### config.mk
export PLATFORM = sky130hd
export DESIGN_NAME = spi_slave
export DESIGN_NICKNAME = d
export VERILOG_FILES = /design/src/rtl/spi_slave.sv
export SDC_FILE = /design/constraint.sdc
export NUM_CORES = 1
export LEC_CHECK = 0
export ABC_CLOCK_PERIOD_IN_PS = 2200
export BUFFER_PORTS_ARGS = -buffer_cell sky130_fd_sc_hd__clkbuf_2
export CAP_MARGIN = 20
export CORE_MARGIN = 1
export CORE_UTILIZATION = 25
export CTS_CLUSTER_SIZE = 28
export DETAILED_ROUTE_END_ITERATION = 7
export MAX_ROUTING_LAYER = met4
export PLACE_DENSITY = 0.46
export SLEW_MARGIN = 20
export SYNTH_ARGS = -nofsm -noshare
export SYNTH_HDL_FRONTEND = slang
export SYNTH_SLANG_ARGS = --single-unit
### constraint.sdc
create_clock -name clk -period 2.2 [get_ports clk]
set_input_delay 0.11 -clock clk [delete_from_list [all_inputs] [get_ports clk]]
set_output_delay 0.11 -clock clk [all_outputs]
set_load 0.005 [all_outputs]
### src/rtl/spi_slave.sv
// SPI mode-0 target oversampled in the clk domain; byte-wide valid/ready TX and RX.
// Define SPI_SLAVE_RXFIFO_EN for a 4-entry RX FIFO instead of a single holding register.
module spi_slave #(
  parameter logic [7:0] IDLE_BYTE   = 8'hFF,
  parameter int         SYNC_STAGES = 2
) (
  input  logic       clk,
  input  logic       resetn,
  input  logic       spi_clk,
  input  logic       spi_cs,
  input  logic       spi_mosi,
  output logic       spi_miso,
  input  logic [7:0] tx_data,
  input  logic       tx_valid,
  output logic       tx_ready,
  output logic [7:0] rx_data,
  output logic       rx_valid,
  input  logic       rx_ready,
  output logic       overrun,
  input  logic       overrun_clr,
  output logic       busy
);

  localparam int S = SYNC_STAGES;

  typedef enum logic [1:0] {IDLE, LOAD, SHIFT} state_t;

  logic [S:0]   sclk_s_q;
  logic [S:0]   cs_s_q;
  logic [S-1:0] mosi_s_q;

  // cs chain resets to "selected" so a reset inside a frame never fakes a falling edge
  always_ff @(posedge clk or negedge resetn) begin
    if (!resetn) begin
      sclk_s_q <= '0;
      cs_s_q   <= '0;
      mosi_s_q <= '0;
    end else begin
      sclk_s_q <= {sclk_s_q[S-1:0], spi_clk};
      cs_s_q   <= {cs_s_q[S-1:0], spi_cs};
      mosi_s_q <= {mosi_s_q[S-2:0], spi_mosi};
    end
  end

  logic sclk_rise, sclk_fall, cs_rise, cs_fall;
  assign sclk_rise = sclk_s_q[S-1] & ~sclk_s_q[S];
  assign sclk_fall = ~sclk_s_q[S-1] & sclk_s_q[S];
  assign cs_rise   = cs_s_q[S-1] & ~cs_s_q[S];
  assign cs_fall   = ~cs_s_q[S-1] & cs_s_q[S];

  state_t     state_q;
  logic [3:0] cnt_q;
  logic [7:0] rx_sh_q, tx_sh_q, hold_q;
  logic       hold_full_q, miso_q, busy_q;

  always_ff @(posedge clk or negedge resetn) begin
    if (!resetn) begin
      state_q     <= IDLE;
      cnt_q       <= '0;
      rx_sh_q     <= '0;
      tx_sh_q     <= '0;
      hold_q      <= '0;
      hold_full_q <= 1'b0;
      miso_q      <= 1'b0;
      busy_q      <= 1'b0;
    end else begin
      if (tx_valid && !hold_full_q) begin
        hold_q      <= tx_data;
        hold_full_q <= 1'b1;
      end
      if (cs_rise) begin
        state_q <= IDLE;
        cnt_q   <= '0;
        rx_sh_q <= '0;
        tx_sh_q <= '0;
        miso_q  <= 1'b0;
        busy_q  <= 1'b0;
      end else begin
        unique case (state_q)
          IDLE: begin
            miso_q <= 1'b0;
            if (cs_fall) begin
              state_q <= LOAD;
              busy_q  <= 1'b1;
            end
          end
          LOAD: begin
            if (hold_full_q) begin
              tx_sh_q     <= hold_q;
              miso_q      <= hold_q[7];
              hold_full_q <= 1'b0;
            end else begin
              tx_sh_q <= IDLE_BYTE;
              miso_q  <= IDLE_BYTE[7];
            end
            cnt_q   <= '0;
            state_q <= SHIFT;
          end
          SHIFT: begin
            miso_q <= tx_sh_q[7];
            if (cnt_q == 4'd8) begin
              state_q <= LOAD;
            end else if (sclk_rise) begin
              rx_sh_q <= {rx_sh_q[6:0], mosi_s_q[S-1]};
              cnt_q   <= cnt_q + 4'd1;
            end else if (sclk_fall && cnt_q != 4'd0) begin
              // cnt 0 means the trailing fall of the previous byte
              tx_sh_q <= {tx_sh_q[6:0], 1'b0};
            end
          end
          default: state_q <= IDLE;
        endcase
      end
    end
  end

  assign spi_miso = miso_q;
  assign busy     = busy_q;
  assign tx_ready = ~hold_full_q;

  logic byte_done, pop, ovr_set, ovr_q;
  assign byte_done = (state_q == SHIFT) && (cnt_q == 4'd8);
  assign pop       = rx_valid && rx_ready;

`ifdef SPI_SLAVE_RXFIFO_EN
  logic [7:0] mem_q [4];
  logic [1:0] wp_q, rp_q;
  logic [2:0] fcnt_q;
  logic       full, accept;

  assign full    = (fcnt_q == 3'd4);
  assign accept  = byte_done && (!full || pop);
  assign ovr_set = byte_done && full && !pop;

  always_ff @(posedge clk or negedge resetn) begin
    if (!resetn) begin
      for (int i = 0; i < 4; i++) mem_q[i] <= '0;
      wp_q   <= '0;
      rp_q   <= '0;
      fcnt_q <= '0;
    end else begin
      if (accept) begin
        mem_q[wp_q] <= rx_sh_q;
        wp_q        <= wp_q + 2'd1;
      end
      if (pop) rp_q <= rp_q + 2'd1;
      if (accept && !pop)      fcnt_q <= fcnt_q + 3'd1;
      else if (!accept && pop) fcnt_q <= fcnt_q - 3'd1;
    end
  end

  assign rx_data  = mem_q[rp_q];
  assign rx_valid = (fcnt_q != 3'd0);
`else
  logic [7:0] rx_data_q;
  logic       rx_valid_q;

  assign ovr_set = byte_done && rx_valid_q && !rx_ready;

  always_ff @(posedge clk or negedge resetn) begin
    if (!resetn) begin
      rx_data_q  <= '0;
      rx_valid_q <= 1'b0;
    end else if (byte_done && !ovr_set) begin
      rx_data_q  <= rx_sh_q;
      rx_valid_q <= 1'b1;
    end else if (pop) begin
      rx_valid_q <= 1'b0;
    end
  end

  assign rx_data  = rx_data_q;
  assign rx_valid = rx_valid_q;
`endif

  always_ff @(posedge clk or negedge resetn) begin
    if (!resetn)          ovr_q <= 1'b0;
    else if (ovr_set)     ovr_q <= 1'b1;
    else if (overrun_clr) ovr_q <= 1'b0;
  end

  assign overrun = ovr_q;

endmodule

# [After elaboration in Yosys (flattened, before gate mapping)]
# Cells that the tools add are included.
[op_classes] eq_ne=10 n_bitwise=9 reduce_logical=25 n_mux=32 add_sub_neg=1
[ops] operator="two-way mux 8 bit" n=9
[ops] operator="inequality test 3 bit (second input constant)" n=6
[ops] operator="one-hot mux 8 bit (2 select lines)" n=1
[ops] operator="two-way mux 1 bit" n=13
[ops] operator="two-way mux 4 bit" n=3
[ops] operator="nonzero test 2 bit" n=6
[ops] operator="one-hot mux 4 bit (2 select lines)" n=1
[ops] operator="nonzero test 4 bit" n=2
[ops] operator="logical AND 1 bit" n=7
[ops] operator="two-way mux 2 bit" n=3
[ops] operator="one-hot mux 2 bit (3 select lines)" n=1
[ops] operator="AND reduction 3 bit" n=2
[ops] operator="inverter 1 bit" n=5
[ops] operator="adder 4 x 1 -> 4 bit (second input constant)" n=1
[ops] operator="AND 1 bit" n=4
[ops] operator="equality test 4 bit (second input constant)" n=1
[ops] operator="AND reduction 2 bit" n=2
[ops] operator="AND reduction 4 bit" n=1
[ops] operator="logical NOT 1 bit" n=3
[ops] operator="one-hot mux 1 bit (3 select lines)" n=1
[ops] operator="nonzero test 3 bit" n=1
[ops] operator="equality test 2 x 1 -> 1 bit (second input constant)" n=1
[ops] operator="equality test 2 bit (second input constant)" n=1
[ops] operator="logical NOT 2 bit" n=1
[ops] operator="inequality test 2 bit (second input constant)" n=1
[totals] word_cells=91 register_bits=51 input_bits=16 out_inout_bits=13

# [Longest topological paths before layout]
[depth] ltp_word=8 ltp_mapped=8 depth_no_buf=6

# [Least setup slack after synthesis]
# Ideal clock, no wire load.
[synth_timing] path_type="flip-flop to flip-flop" from="reg state_q[0]" to="reg rx_data_q[0], in the netlist rx_data[0]" arrival_time_ns=1.529 slack_ns=0.546 setup_ns=0.125 path_stages_with_launch=8 n_path_buf=2 synth_period_minus_slack_ns=1.654 t_required_ns=2.075 cell_sequence="dfrtp_1 -> inv_1 -> ha_1 -> buf_2 -> nand4b_2 -> nor2b_1 -> buf_2 -> mux2_2"
[synth_between] elab_chain_cells=6
[synth_lines] element="start, declared" line_no="51" rtl="state_t state_q;"
[synth_lines] element="start signal, assigned" line_no="58" rtl="state_q <= IDLE;"
[synth_lines] element="start signal, assigned" line_no="72" rtl="state_q <= IDLE;"
[synth_lines] element="start signal, assigned" line_no="83" rtl="state_q <= LOAD;"
[synth_lines] element="equality test 2 bit (*)" line_no="122" rtl="assign byte_done = (state_q == SHIFT) && (cnt_q == 4'd8);"
[synth_lines] element="logical AND 1 bit (*)" line_no="122"
[synth_lines] element="logical AND 1 bit (2 in a row)" line_no="158" rtl="assign ovr_set = byte_done && rx_valid_q && !rx_ready;"
[synth_lines] element="logical NOT 1 bit" line_no="164" rtl="end else if (byte_done && !ovr_set) begin"
[synth_lines] element="logical AND 1 bit (*)" line_no="164"
[synth_lines] element="end signal, assigned" line_no="165" rtl="rx_data_q <= rx_sh_q;"
[synth_lines] element="end, declared" line_no="155" rtl="logic [7:0] rx_data_q;"
# Every way passes the cells marked *; elsewhere a longest branch is shown, timed or not.
# A chain may end at the register's enable or synchronous reset.

# [Worst setup path in the final report]
[layout_timing] from="reg state_q[0]" to="reg rx_data_q[5], in the netlist rx_data[5]"
# The elaborated chain is that of the path after synthesis.

==> impl_metrics.env <==
export IMPL_num_antenna_cells=0
export IMPL_hold_viol=0
export IMPL_cts_sinks=51
export IMPL_fin_skew_ns=0.0117
export IMPL_post_cts_resized=0
export IMPL_async_flop_share=1.00
export IMPL_clock_latency_ns=0.31
export IMPL_whs_ns=0.0336
export IMPL_p_clk_frac=0.242
export IMPL_netlist_cell_type_count=38
export IMPL_r2r_end="rx_data[5]"
export IMPL_r2r_start="state_q[0]"
export IMPL_rr_worst_depth=6
export IMPL_regToRegSetupSlack_ns=0.36
export IMPL_core_area_um2=8720
export IMPL_synth_seq_area_share=0.569
export IMPL_hold_class="input pin to flip-flop"
export IMPL_fill_cells=887
export IMPL_hp_start="tx_data[0]"
export IMPL_syn_nets=201
export IMPL_ys_seq_elements=51
export IMPL_final_util=0.311
export IMPL_die_height_um=96.7
export IMPL_worstSetupStartpoint="state_q[0]"
export IMPL_avgSynthCellArea_um2=12.5
export IMPL_combPwrFrac=0.308
export IMPL_tns_ns=0
export IMPL_power_density_nw_per_um2=1010
export IMPL_ys_flop_type="dfrtp_1"
export IMPL_portBuffers=28
export IMPL_max_slew_margin=0.427
export IMPL_drv_cap=0
export IMPL_cp_required_ns=2.40
export IMPL_die_x_um=96.7
export IMPL_swShare=0.312
export IMPL_grt_max_degree=35
export IMPL_grt_total_usage=0.100
export IMPL_clkSlewWorstSetupHoldPaths_ns=0.10
export IMPL_drv_slew=0
export IMPL_synthCells=179
export IMPL_initialDrtViolationCount=78
export IMPL_hpwl_mm=2.99
export IMPL_fin_crit_ns=1.84
export IMPL_pwr_share_seq=0.450
export IMPL_instances_no_fill=329
export IMPL_wl_mm=4.17
export IMPL_die_area_um2=9350
export IMPL_synth_edff_count=0
export IMPL_nNetsFinal=242
export IMPL_intPower_mw=1.89
export IMPL_finalCritPeriodShare=0.838
export IMPL_htreeDepth=2
export IMPL_ir_worst_vdd_mv=0.324
export IMPL_gp_congestion=0.710
export IMPL_hold_depth=2
export IMPL_num_vias=1439
export IMPL_post_cts_setup_buffers=0
export IMPL_grt_pass1_wl_mm=7.45
export IMPL_min_to="hold_q[0]"
export IMPL_tightestPinTransition_ns=0.860
export IMPL_status="finished clean"
export IMPL_first_global_vias=1499
export IMPL_power_leakage_nw=1.29
export IMPL_clk_path_buf_depth=2
export IMPL_yosysWarnings=0
export IMPL_critPathMaxFanout=8
export IMPL_root_buffer="clkbuf_8"
export IMPL_path_class="flip-flop to flip-flop"
export IMPL_firstDrtPassIters=4
export IMPL_gr_total_overflow=0
export IMPL_ios=29
export IMPL_rows=34
export IMPL_placed_cells=316
export IMPL_seq_area_um2=1280
export IMPL_multi_input_area_um2=883
export IMPL_switching_power_mw=0.857
export IMPL_route_detailed_drc=0
export IMPL_wl_per_cell_um=12.7
export IMPL_grt_antenna_before_repair=0
export IMPL_cts_tree="yes"
export IMPL_end_kind="flip-flop"
export IMPL_synthesis_area_um2=2240
export IMPL_avgViaCountPerCell=4.37
export IMPL_layout_drive_gt1_share=0.299
export IMPL_clock_fmax_mhz=542
export IMPL_critPathArrivalTime_ns=2.04
export IMPL_cts_inserted_buffers=5
export IMPL_initial_utilization=0.257
export IMPL_startpoint_type="flip-flop"
export IMPL_areaGrowthSynthToFinish_pct=20.8
export IMPL_rsz0062_at_grt="false"
export IMPL_antenna_left=0
export IMPL_setup_violations=0
[cell usage in the layout, fill, tap and decap left out, types with 3 or more instances in the layout]
cell type / count
dfrtp_1: 51
clkbuf_2: 28
mux2_2: 15
nor2_1: 13
inv_1: 11
nand2_1: 9
mux2i_1: 9
buf_4: 9
nand2b_1: 8
ha_1: 6
or3_1: 5
a32o_1: 5
clkbuf_8: 5
dlygate4sd3_1: 5
nor2b_1: 4
a21o_1: 4
o21ai_0: 3
a21oi_1: 3
[power groups by stage]
stage               registers (mW)  logic [mW]  clock network [mW]
detailed placement            1.25       0.850                   0
floorplan                     1.23       0.640                   0
global placement              1.25       0.849                   0
finish                        1.23       0.845               0.666
global route                  1.27       0.948               0.736
CTS                           1.24       0.857               0.686
[layout make-up]
| class | instances | share of cell area |
|---|---|---|
| Sequential cell | 51 | 0.471 |
| Inverter | 11 | 0.0152 |
| Clock buffer | 5 | 0.0254 |
| Timing Repair Buffer | 42 | 0.0951 |
| Tap cell | 108 | 0.0499 |
| Clock inverter | 3 | 0.0171 |
| Multi-Input combinational cell | 109 | 0.326 |
[registers in the layout (all words and copies together) (netlist names)]
| signal | flops |
|---|---|
| hold_q | 8 |
| rx_data | 8 |
| rx_sh_q | 8 |
| tx_sh_q | 8 |
| cnt_q | 4 |
| cs_s_q | 3 |
| sclk_s_q | 3 |
| mosi_s_q | 2 |
| state_q | 2 |
| busy | 1 |
| hold_full_q | 1 |
| overrun | 1 |
| rx_valid | 1 |
| spi_miso | 1 |
[cells by family (layout without fill, tap and decap cells)]
group	Yosys count	after routing	synth area share
fa+ha+maj	6	6	0.0335
mux	25	25	0.121
simple gates	49	49	0.118
flops	51	51	0.569
buf+inv	19	61	0.0368
compound gates	29	29	0.122
[cell usage after synthesis (2+ instances only)]
cell,n,share of area
dfrtp_1,51,0.57
nand2b_1,8,0.022
nand4_1,2,0.0056
nor3_1,2,0.0045
o21ai_0,3,0.0067
ha_1,6,0.033
a32o_1,5,0.022
a21oi_1,3,0.0067
a21o_1,4,0.013
nor2_1,13,0.022
o22ai_1,2,0.0056
mux2_2,15,0.075
buf_2,3,0.0067
o41ai_2,2,0.015
a22o_1,2,0.0078
or3_1,5,0.014
clkbuf_1,3,0.0050
nand2_1,9,0.015
mux2i_1,9,0.040
nor2b_1,4,0.011
inv_1,11,0.018
[per-layer routing]
metal | share of wire | vias up | track usage
met4 | 0.018 | 0 | 0.0379
met2 | 0.45 | 16 | 0.146
met3 | 0.021 | 6 | 0.0195
met5 | 0 | - | -
li1 | - | 704 | -
met1 | 0.51 | 713 | 0.137
[metrics by stage]
stage / instance area (um2) / total power, mW / setup slack, ns
finish: 2710 / 2.74 / 0.356
global placement: 2540 / 2.10 / 0.392
detailed placement: 2540 / 2.10 / 0.367
global route: 2710 / 2.95 / 0.218
CTS: 2710 / 2.78 / 0.334
floorplan: 2240 / 1.86 / 0.546
[worst max-delay path, cell delays in order, from the launching register on]
cell and delay [ns]:
dfrtp_1 0.41, inv_1 0.08, ha_1 0.34, nand4b_2 0.23
nor2b_1 0.16, buf_4 0.18, mux2_2 0.34
[what timing repair did]
action | CTS | global route
hold buffers | 5 | 0
endpoints found under the setup margin | 0 | 0
hold endpoints to repair | 36 | 0
[how the worst max path moves through the flow]
stage                  to  slack, ns  cells past startpoint
3_3_place_gp   tx_sh_q[3]       0.39                      6
3_5_place_dp   rx_data[5]       0.37                      6
4_1_cts        rx_data[5]       0.33                      6
5_1_grt        rx_data[5]       0.22                      6
6_report       rx_data[5]       0.36                      6
2_1_floorplan  rx_data[0]       0.55                      7
(Power assumes the default switching activity.)
